<file path="src/rtl/trap_pkg.sv">
// Shared types and constants for the trap request arbiter.
// States, default widths and named exception causes.
package trap_pkg;

  typedef enum logic [1:0] {
    IDLE,
    REQUEST,
    IN_TRAP,
    COOLDOWN
  } arb_state_t;

  localparam int DEF_CAUSE_W = 6;

  localparam logic [DEF_CAUSE_W-1:0] ILLEGAL_INSTR = 6'd2;
  localparam logic [DEF_CAUSE_W-1:0] LOAD_FAULT    = 6'd5;
  localparam logic [DEF_CAUSE_W-1:0] ECALL_M       = 6'd11;

endpackage

</file>
<file path="src/rtl/trap_priority_encoder.sv">
// Lowest-index-wins encoder over the eligible interrupt vector.
// Purely combinational.
module trap_priority_encoder #(
  parameter  int NUM_IRQ = 4,
  localparam int IDX_W   = (NUM_IRQ > 1) ? $clog2(NUM_IRQ) : 1
) (
  input  logic [NUM_IRQ-1:0] eligible_i,
  output logic               any_o,
  output logic [IDX_W-1:0]   index_o
);

  // scan high to low so the lowest set bit is written last
  always_comb begin
    any_o   = |eligible_i;
    index_o = '0;
    for (int i = NUM_IRQ - 1; i >= 0; i--) begin
      if (eligible_i[i]) index_o = IDX_W'(i);
    end
  end

endmodule

</file>
<file path="src/rtl/trap_request_arbiter.sv">
// Picks one trap (exception over interrupt), latches it and
// hands it to the handler; single-issue until mret.
module trap_request_arbiter
  import trap_pkg::*;
#(
  parameter int NUM_IRQ = 4,
  parameter int CAUSE_W = DEF_CAUSE_W,
  parameter int XLEN    = 64
) (
  input  logic               clock_i,
  input  logic               reset_i,
  input  logic               exc_valid_i,
  input  logic [CAUSE_W-1:0] exc_cause_i,
  input  logic [XLEN-1:0]    exc_tval_i,
  output logic               exc_ready_o,
  input  logic [NUM_IRQ-1:0] irq_pending_i,
  input  logic [NUM_IRQ-1:0] irq_enable_i,
  input  logic               global_ie_i,
  output logic               trap_valid_o,
  input  logic               trap_ready_i,
  output logic               trap_is_irq_o,
  output logic [CAUSE_W-1:0] trap_cause_o,
  output logic [XLEN-1:0]    trap_tval_o,
  output logic [NUM_IRQ-1:0] irq_claim_o,
  input  logic               mret_i,
  output logic               busy_o,
  output logic               double_fault_o
);

  localparam int IDX_W = (NUM_IRQ > 1) ? $clog2(NUM_IRQ) : 1;

  if (NUM_IRQ < 1 || NUM_IRQ > 16 ||
      NUM_IRQ > (1 << CAUSE_W)) begin : g_bad_cfg
    $error("trap_request_arbiter: bad NUM_IRQ/CAUSE_W");
  end

  arb_state_t state_q, state_d;

  logic [NUM_IRQ-1:0] eligible;
  logic               irq_any;
  logic [IDX_W-1:0]   irq_idx;

  logic               accept_exc;
  logic               accept_irq;
  logic               xfer;
  logic               set_df;

  logic               is_irq_q;
  logic [CAUSE_W-1:0] cause_q;
  logic [XLEN-1:0]    tval_q;
  logic [NUM_IRQ-1:0] claim_q;
  logic               df_q;

  assign eligible = irq_pending_i & irq_enable_i
                  & {NUM_IRQ{global_ie_i}};

  trap_priority_encoder #(
    .NUM_IRQ (NUM_IRQ)
  ) u_prio (
    .eligible_i (eligible),
    .any_o      (irq_any),
    .index_o    (irq_idx)
  );

  // state register
  always_ff @(posedge clock_i or posedge reset_i) begin
    if (reset_i) state_q <= IDLE;
    else         state_q <= state_d;
  end

  // next state and per-cycle strobes
  always_comb begin
    state_d    = state_q;
    accept_exc = 1'b0;
    accept_irq = 1'b0;
    xfer       = 1'b0;
    set_df     = 1'b0;
    unique case (state_q)
      IDLE: begin
        if (exc_valid_i) begin
          accept_exc = 1'b1;
          state_d    = REQUEST;
        end else if (irq_any) begin
          accept_irq = 1'b1;
          state_d    = REQUEST;
        end
      end
      REQUEST: begin
        if (trap_ready_i) begin
          xfer    = 1'b1;
          state_d = IN_TRAP;
        end
      end
      IN_TRAP: begin
        if (mret_i)           state_d = COOLDOWN;
        else if (exc_valid_i) set_df  = 1'b1;
      end
      COOLDOWN: state_d = IDLE;
      default:  state_d = IDLE;
    endcase
  end

  // trap record, claim pulse and sticky double fault
  always_ff @(posedge clock_i or posedge reset_i) begin
    if (reset_i) begin
      is_irq_q <= 1'b0;
      cause_q  <= '0;
      tval_q   <= '0;
      claim_q  <= '0;
      df_q     <= 1'b0;
    end else begin
      if (accept_exc) begin
        is_irq_q <= 1'b0;
        cause_q  <= exc_cause_i;
        tval_q   <= exc_tval_i;
      end else if (accept_irq) begin
        is_irq_q <= 1'b1;
        cause_q  <= CAUSE_W'(irq_idx);
        tval_q   <= '0;
      end
      if (xfer && is_irq_q)
        claim_q <= NUM_IRQ'(1) << cause_q[IDX_W-1:0];
      else
        claim_q <= '0;
      df_q <= df_q | set_df;
    end
  end

  assign exc_ready_o    = (state_q == IDLE);
  assign trap_valid_o   = (state_q == REQUEST);
  assign busy_o         = (state_q != IDLE);
  assign trap_is_irq_o  = is_irq_q;
  assign trap_cause_o   = cause_q;
  assign trap_tval_o    = tval_q;
  assign irq_claim_o    = claim_q;
  assign double_fault_o = df_q;

endmodule

</file>
<file path="config.mk">
export PLATFORM = sky130hd
export DESIGN_NAME = trap_request_arbiter
export DESIGN_NICKNAME = d
export VERILOG_FILES = /design/src/rtl/trap_pkg.sv /design/src/rtl/trap_priority_encoder.sv /design/src/rtl/trap_request_arbiter.sv
export SDC_FILE = /design/constraint.sdc
export NUM_CORES = 1
export LEC_CHECK = 0
export CAP_MARGIN = 20
export CORE_MARGIN = 10
export CORE_UTILIZATION = 35
export CTS_CLUSTER_SIZE = 30
export DETAILED_ROUTE_END_ITERATION = 16
export GPL_ROUTABILITY_DRIVEN = 0
export PLACE_DENSITY = 0.77
export SLEW_MARGIN = 20
export SYNTH_ARGS = -nofsm -noshare
export SYNTH_HDL_FRONTEND = slang
export SYNTH_SLANG_ARGS = --single-unit
</file>
<file path="constraint.sdc">
create_clock -name clock_i -period 2.1 [get_ports clock_i]
set_input_delay 0.21 -clock clock_i [delete_from_list [all_inputs] [get_ports clock_i]]
set_output_delay 0.21 -clock clock_i [all_outputs]
set_load 0.005 [all_outputs]
</file>
Yosys cells after proc, flatten, opt, wreduce, memory -nomap -nowiden
Index checks and enable logic that the tools add are counted.
- register bits: 78
- bits of input ports: 84
- output and inout bits: 79
- equality and inequality tests: 6
- shifts and indexed selects: 1
- mux-type cells: 25
- bitwise logic cells: 3
- reduce and logical (&&, ||, !) cells: 6
- operator list (cell ; count):
    64-bit two-way mux ; 2
    2-bit two-way mux ; 8
    6-bit two-way mux ; 2
    1-bit two-way mux ; 11
    4-bit bitwise AND ; 2
    2-bit one-hot mux with 4 select lines ; 1
    2-bit == test, second input constant ; 2
    4-bit two-way mux ; 1
    2-bit nonzero test ; 2
    4-bit OR reduction ; 1
    1-bit by 2-bit left shift with 4-bit output, first input constant ; 1
    3-bit by 2-bit != test with 1-bit output, second input constant ; 1
    3-bit AND reduction ; 1
    2-bit by 1-bit == test with 1-bit output, second input constant ; 1
    2-bit zero test ; 1
    2-bit by 1-bit != test with 1-bit output, second input constant ; 1
    2-bit != test, second input constant ; 1
    1-bit logical AND ; 1
    1-bit OR ; 1

Longest topological paths before layout
Gate-level depths: netlist of the first run.
- word-level depth: 8
- depth in mapped cells: 8
- gate-level depth less buffers: 6

Cells and area by module
Synthesis of the first run repeated with hierarchy kept, for this count alone.
- cells, all modules: 204
- area, all modules: 2939.1 sq um
- modules (own cells, without submodules) (module ; times used ; cells an instance ; area each (sq um) ; sequential area each (sq um)):
    trap_request_arbiter ; 1 ; 197 ; 2904.0 ; 1951.9
    trap_priority_encoder ; 1 ; 7 ; 35.0 ; 0.0

Worst setup path after synthesis of the first run
OpenSTA, ideal clock, no wires.
- kind: register to register
- start: reg state_q[0]
- end: reg cause_q[0], in the netlist trap_cause_o[0]
- setup time: 125 ps
- data arrival time: 1546 ps
- slack: 430 ps
- stages on the path, launching flop included: 9
- path buffers: 2
- cell sequence: dfrtp_1 inv_1 ha_1 and2_1 buf_4 buf_2 nand2_1 o31ai_1 mux2_2
- word-level cells in the longest chain between the ends: 3
- elaborated cells between the ends (all ways): 5
- ends and longest elaborated chain (what ; line ; text):
    start: declaration ; trap_request_arbiter.sv:37 ; arb_state_t state_q, state_d;
    start signal: assignment ; trap_request_arbiter.sv:68 ; else state_q <= state_d;
    2-bit zero test * ; -- ;
    net exc_ready_o ; trap_request_arbiter.sv:15 ; output logic exc_ready_o,
    1-bit two-way mux ; trap_request_arbiter.sv:78 ; unique case (state_q)
    6-bit two-way mux or 2-bit nonzero test (tied branches) ; -- ;
    end signal: assignment ; trap_request_arbiter.sv:114 ; cause_q <= exc_cause_i;
    end signal: assignment ; trap_request_arbiter.sv:118 ; cause_q <= CAUSE_W'(irq_idx);
    end: declaration ; trap_request_arbiter.sv:49 ; logic [CAUSE_W-1:0] cause_q;
The timed path passes the listed nets; every way through them passes the cells marked *.
A chain may end at the register's enable or synchronous reset.

Final worst setup path of the first run
- start: reg state_q[1]
- end: out busy_o
- word-level cells in the longest chain between the ends: 1
- ends and longest elaborated chain (what ; line ; text):
    2-bit nonzero test ; trap_request_arbiter.sv:131 ; assign busy_o = (state_q != IDLE);
    end: declaration ; trap_request_arbiter.sv:26 ; output logic busy_o,
Every way passes these cells.

==> results.ini, run 1 <==
[run_status]
status=completed

[die]
start_util=0.358
rows=33
die_area_um2=12500
coreArea_um2=8220
die-height_um=112
pin_count=163
die_width_um=112

[finish]
multiInputGateArea_um2=893
postLayoutCoreUtil=0.600
insertedDiodeCount=0
register_area_um2=1950
final_nets=455
n_fill_cell=645
drive_gt1_frac=0.0780
layout.cells.most_common=clkdlybuf4s50_1
final_cell_mix=clkdlybuf4s50_1 (162), dfrtp_1 (78), a22o_1 (68)
area_growth_pct=67.6

[synthesis]
synth.ff_latch_count=78
syn_nets=291
syn_area_um2=2940
ys_warn_count=0
yosysUniqueCellTypes=26
yosysSeqAreaShare=0.663
syn_area_per_cell_um2=14.5
syn-instance-count=203

[sta]
fin_setup_tns_ps=0
max_slew_margin=0.656
fmax_mhz=518
period_minus_slack_ps=1930
fin_crit_sh=0.919
worst_clock_skew_ps=5.83
slew_violations=0
hold_viol=0
fin_ws_ps=169
worst_pin_slew_ps=516
rsz0062_at_grt=no
finalSetupViolations=0

[global_route]
grt_pass1_wl_mm=14.8
grt_pass1_vias=2627
grtUsageTotal=0.144
antenna_found_initial=0
globalRoute.totalOverflow=0
grt_start_max_net_pins=79

[clocking]
cts_buffers=9
cts_tree=yes
cts_buffer_depth=2
clkTransAtPathRegs_ps=80
htreeDepth=3
cts_num_sinks=78
insertion_delay_ps=330
post_cts.repair.setup_buffers=0
postCtsHoldBufs=0
post_cts_resized=0
cts_root_buffer=clkbuf_8

[critical_path]
path_class=flip-flop to output pin
worstPathMaxFanout=5
cp-end-kind=output pin
crit_start=state_q[1]$_DFFE_PP0P_
start_kind=flip-flop
worstPathRequired_ps=1890
worstPathArrival_ps=1720
rr_startpoint=state_q[1]$_DFFE_PP0P_

[detailed_routing]
drc=0
wl_per_cell_um=19.1
vias_per_cell=4.96
detail-route-antenna-nets=0
num_vias=2364
initialDrtViolationCount=114
drt-total-wl_mm=9.10
drt_pass1_iterations=4

[worst_hold_path]
min_path_type=input port to asynchronous set/reset pin

[power]
total_leakage_power_uw=0.00221
peakVddDrop_uv=607
power_density_nw_per_um2=1450

[place]
pre_cts_slack_ps=223
io_buffers=162
detailed_place_hpwl_mm=6.83

[flow_run]
maxCapViolations=0

==> critical path: stages, from the launching register on <==
cell             delay (ps)
dfrtp_1                 410
inv_1                   110
ha_1                    300
inv_1                   110
clkdlybuf4s50_1         470
==> where the power goes <==
group / switching (uW) / internal (uW) / total, uW
clock network: 522 / 825 / 1350
logic: 1120 / 2040 / 3160
registers: 432 / 2220 / 2660
total: 2080 / 5090 / 7170
==> state kept, by name, summed over array words and instances, names as in the netlist <==
| signal | count |
|---|---|
| trap_tval_o | 64 |
| state_q | 2 |
| irq_claim_o | 4 |
| double_fault_o | 1 |
| trap_cause_o | 6 |
| trap_is_irq_o | 1 |
==> synthesized netlist by cell type, drive strengths merged <==
cell type | instances | area, um2
a21oi | 2 | 21.3
a22o | 68 | 596
a22oi | 1 | 21.3
a31oi | 1 | 21.3
a32oi | 1 | 8.76
and2 | 1 | 6.26
buf | 9 | 50.0
clkbuf | 6 | 22.5
dfrtp | 78 | 1950
ha | 4 | 50.1
inv | 7 | 26.3
mux2 | 3 | 37.5
mux2i | 1 | 10.0
nand2 | 6 | 22.5
nand2b | 2 | 12.5
nand3 | 2 | 10.0
nand4 | 1 | 6.26
nor2 | 4 | 15.0
nor3 | 2 | 10.0
o21bai | 1 | 7.51
o311a | 1 | 21.3
o31ai | 2 | 15.0
==> final timing paths <==
kind                                                to  depth (start not counted)  slack, ps
max in group asynchronous    trap_is_irq_o$_DFFE_PP0P_                          3       1430
min                        trap_tval_o[26]$_DFFE_PP0P_                          3        340
min reg2reg                   double_fault_o$_DFF_PP0_                          1        490
max reg2reg                trap_tval_o[32]$_DFFE_PP0P_                          5        200
max                                             busy_o                          4        170
min in group clock_i       trap_tval_o[26]$_DFFE_PP0P_                          2        480
==> routing by layer <==
metal / vias up / part of all wire / track usage
li1: 1088 / - / -
met1: 1156 / 0.41 / 0.174
met2: 112 / 0.47 / 0.220
met3: 8 / 0.10 / 0.0671
met4: 0 / 0.0090 / 0.0514
met5: - / 0 / 0
==> kinds of logic after synthesis <==
group / count (synthesis) / share of synthesized area
muxes: 4 / 0.0162
buffers and inverters: 22 / 0.0336
AOI/OAI and AO/OA: 77 / 0.242
and+or+nand+nor: 18 / 0.0281
adders and majority gates: 4 / 0.0170
DFF: 78 / 0.663
==> metrics by stage <==
| step | instance area, um2 | power [uW] | cells | hold WS (ps) |
|---|---|---|---|---|
| after floorplan | 2950 | 3880 | 203 | 346 |
| after global placement | 4690 | 5800 | 461 | 462 |
| after detailed placement | 4690 | 5890 | 461 | 473 |
| after CTS | 4930 | 7290 | 477 | 354 |
| after global routing | 4930 | 7630 | 477 | 387 |
| final | 4930 | 7170 | 477 | 341 |
==> area by class of cell <==
class                           count  area share
Sequential cell                    78       0.396
Timing Repair Buffer              168       0.340
Multi-Input combinational cell    103       0.181
Clock buffer                       11      0.0287
Tap cell                          105      0.0266
Clock inverter                      5      0.0216
Inverter                            7     0.00609
Note: power is estimated with default switching activity, not from simulation.
==> run 2: changes to the inputs <==
- CORE_UTILIZATION: 35 -> 36
- CTS_BUF_LIST: default -> sky130_fd_sc_hd__clkbuf_8
- PLACE_DENSITY: 0.77 -> 0.79
- TNS_END_PERCENT: default -> 50
==> run 2 against run 1 <==
Against the previous run:
- register-to-register slack better by 40 ps
- global-route usage barely moved
- sequential power hardly changed
- combinational power about the same
- sequential share of layout area up 0.18 points
- worst setup slack worse by 33 ps
- total power decreased by 1.5%
- critical endpoint unchanged
- largest cell class unchanged
- highest routed layer unchanged
==> results.ini, run 2 (synthesized netlist as in run 1, its figures left out) <==
[critical_path]
r2r_end=trap_cause_o[1]$_DFFE_PP0P_
reg2reg_setup_slack_ps=240
rr_startpoint=state_q[1]$_DFFE_PP0P_
reg2reg_depth=7
worstPathMaxFanout=5
worstPathRequired_ps=1890
start_kind=flip-flop
path_class=flip-flop to output pin
cp-end-kind=output pin
worstPathArrival_ps=1750

[global_route]
grtUsageTotal=0.144
grt_pass1_wl_mm=14.6
grt_start_max_net_pins=51
grt_pass1_vias=2558
globalRoute.totalOverflow=0
antenna_found_initial=0

[finish]
insertedDiodeCount=0
drive_gt1_frac=0.0804
layout.cells.most_common=clkdlybuf4s50_1
final_cell_count_no_fill=475
final_cell_mix=clkdlybuf4s50_1 (162), dfrtp_1 (78), a22o_1 (68)
final_nets=456
largest_reg_flops=64
area_growth_pct=66.9
final_area_um2=4910

[place]
dp.cells=459
io_buffers=162
detailed_place_hpwl_mm=7.13
place_area_um2=4690

[sta]
rsz0062_at_grt=no
fmax_mhz=509
fin_setup_tns_ps=0
hold_viol=0
max_slew_margin=0.651
finalSetupViolations=0
fin_crit_sh=0.935
hold_ws_ps=340
worst_clock_skew_ps=12.5
worst_pin_slew_ps=523
period_minus_slack_ps=1960
slew_violations=0

[clocking]
clkTransAtPathRegs_ps=90
htreeDepth=3
cts_buffer_depth=2
post_cts.repair.setup_buffers=0
cts_buffers=9
cts_tree=yes
cts_num_sinks=78
post_cts_resized=0
cts_root_buffer=clkbuf_8
postCtsHoldBufs=0
insertion_delay_ps=330

[detailed_routing]
drt-total-wl_mm=9.34
detail-route-antenna-nets=0
drc=0
wl_met1_mm=3.99
initialDrtViolationCount=77
drt_pass1_iterations=4
vias_per_cell=5.02
met3WireLength_um=873
highest-signal-layer=met4
num_vias=2386
wl_per_cell_um=19.7
routed-wl-met2_mm=4.43

[power]
comb_power_share=0.452
p_total_uw=7060
power.share.sequential=0.375
swShare=0.298
total_leakage_power_uw=0.00220
p_int_uw=4960
switchingPower_uw=2100
p_clk_frac=0.173
power_density_nw_per_um2=1440
peakVddDrop_uv=622

[run_status]
status=completed

[die]
rows=32
pin_count=163
start_util=0.375
die_area_um2=12200
die-height_um=110
coreArea_um2=7850
die_width_um=110

[worst_hold_path]
min_path_type=input port to asynchronous set/reset pin

[flow_run]
maxCapViolations=0

==> run 2: cell types whose count changed in the layout (fill, tap and decap cells not counted), sizes merged <==
cell	change
buf	+1
bufinv	-1
clkbuf	-2
inv	+3
==> run 2: metal layers <==
metal	track usage	vias up
li1	-	1092
met1	0.176	1179
met2	0.228	110
met3	0.0610	5
met4	0.0363	0
met5	0	-
==> run 2: worst max-delay path, cell delays in order (launching register included) <==
cell and delay (ps):
dfrtp_1 420, inv_1 110, ha_1 310, inv_1 120
clkdlybuf4s50_1 470
==> run 2: power groups by stage <==
stage               clock network, uW  registers, uW  logic (uW)
floorplan                           0           2680        1200
global placement                    0           2650        3180
detailed placement                  0           2650        3270
CTS                              1260           2650        3270
global route                     1310           2750        3440
finish                           1220           2650        3190
==> run 2: final cells by class <==
type | count | area (um2)
Clock inverter | 7 | 97.6
Timing Repair Buffer | 169 | 1690
Tap cell | 102 | 128
Inverter | 7 | 30.0
Clock buffer | 9 | 124
Fill cell | 635 | 2940
Sequential cell | 78 | 1950
Multi-Input combinational cell | 103 | 893
==> run 2: how the worst max path moves through the flow <==
stage / from / depth (start not counted) / slack (ps) / end
4_1_cts: state_q[1]$_DFFE_PP0P_ / 4 / 100 / busy_o
6_report: state_q[1]$_DFFE_PP0P_ / 4 / 140 / busy_o
3_5_place_dp: irq_pending_i[3] / 6 / 240 / trap_tval_o[17]$_DFFE_PP0P_
2_1_floorplan: state_q[0]$_DFFE_PP0P_ / 8 / 430 / trap_cause_o[0]$_DFFE_PP0P_
5_1_grt: state_q[1]$_DFFE_PP0P_ / 4 / 50 / busy_o
3_3_place_gp: state_q[1]$_DFFE_PP0P_ / 7 / 300 / trap_cause_o[1]$_DFFE_PP0P_
==> run 2: metrics by stage <==
| step | worst slack [ps] | util |
|---|---|---|
| 2_1_floorplan | 430 | - |
| 3_3_place_gp | 296 | 0.598 |
| 3_5_place_dp | 238 | 0.598 |
| 4_1_cts | 102 | 0.626 |
| 5_1_grt | 47.0 | 0.626 |
| 6_report | 136 | 0.626 |
==> run 3: changes to the inputs <==
- CAP_MARGIN: 20 -> default
- GPL_ROUTABILITY_DRIVEN: 0 -> default
==> results of run 3 <==
Final layout, timing and power as in run 2 (identical DEF).
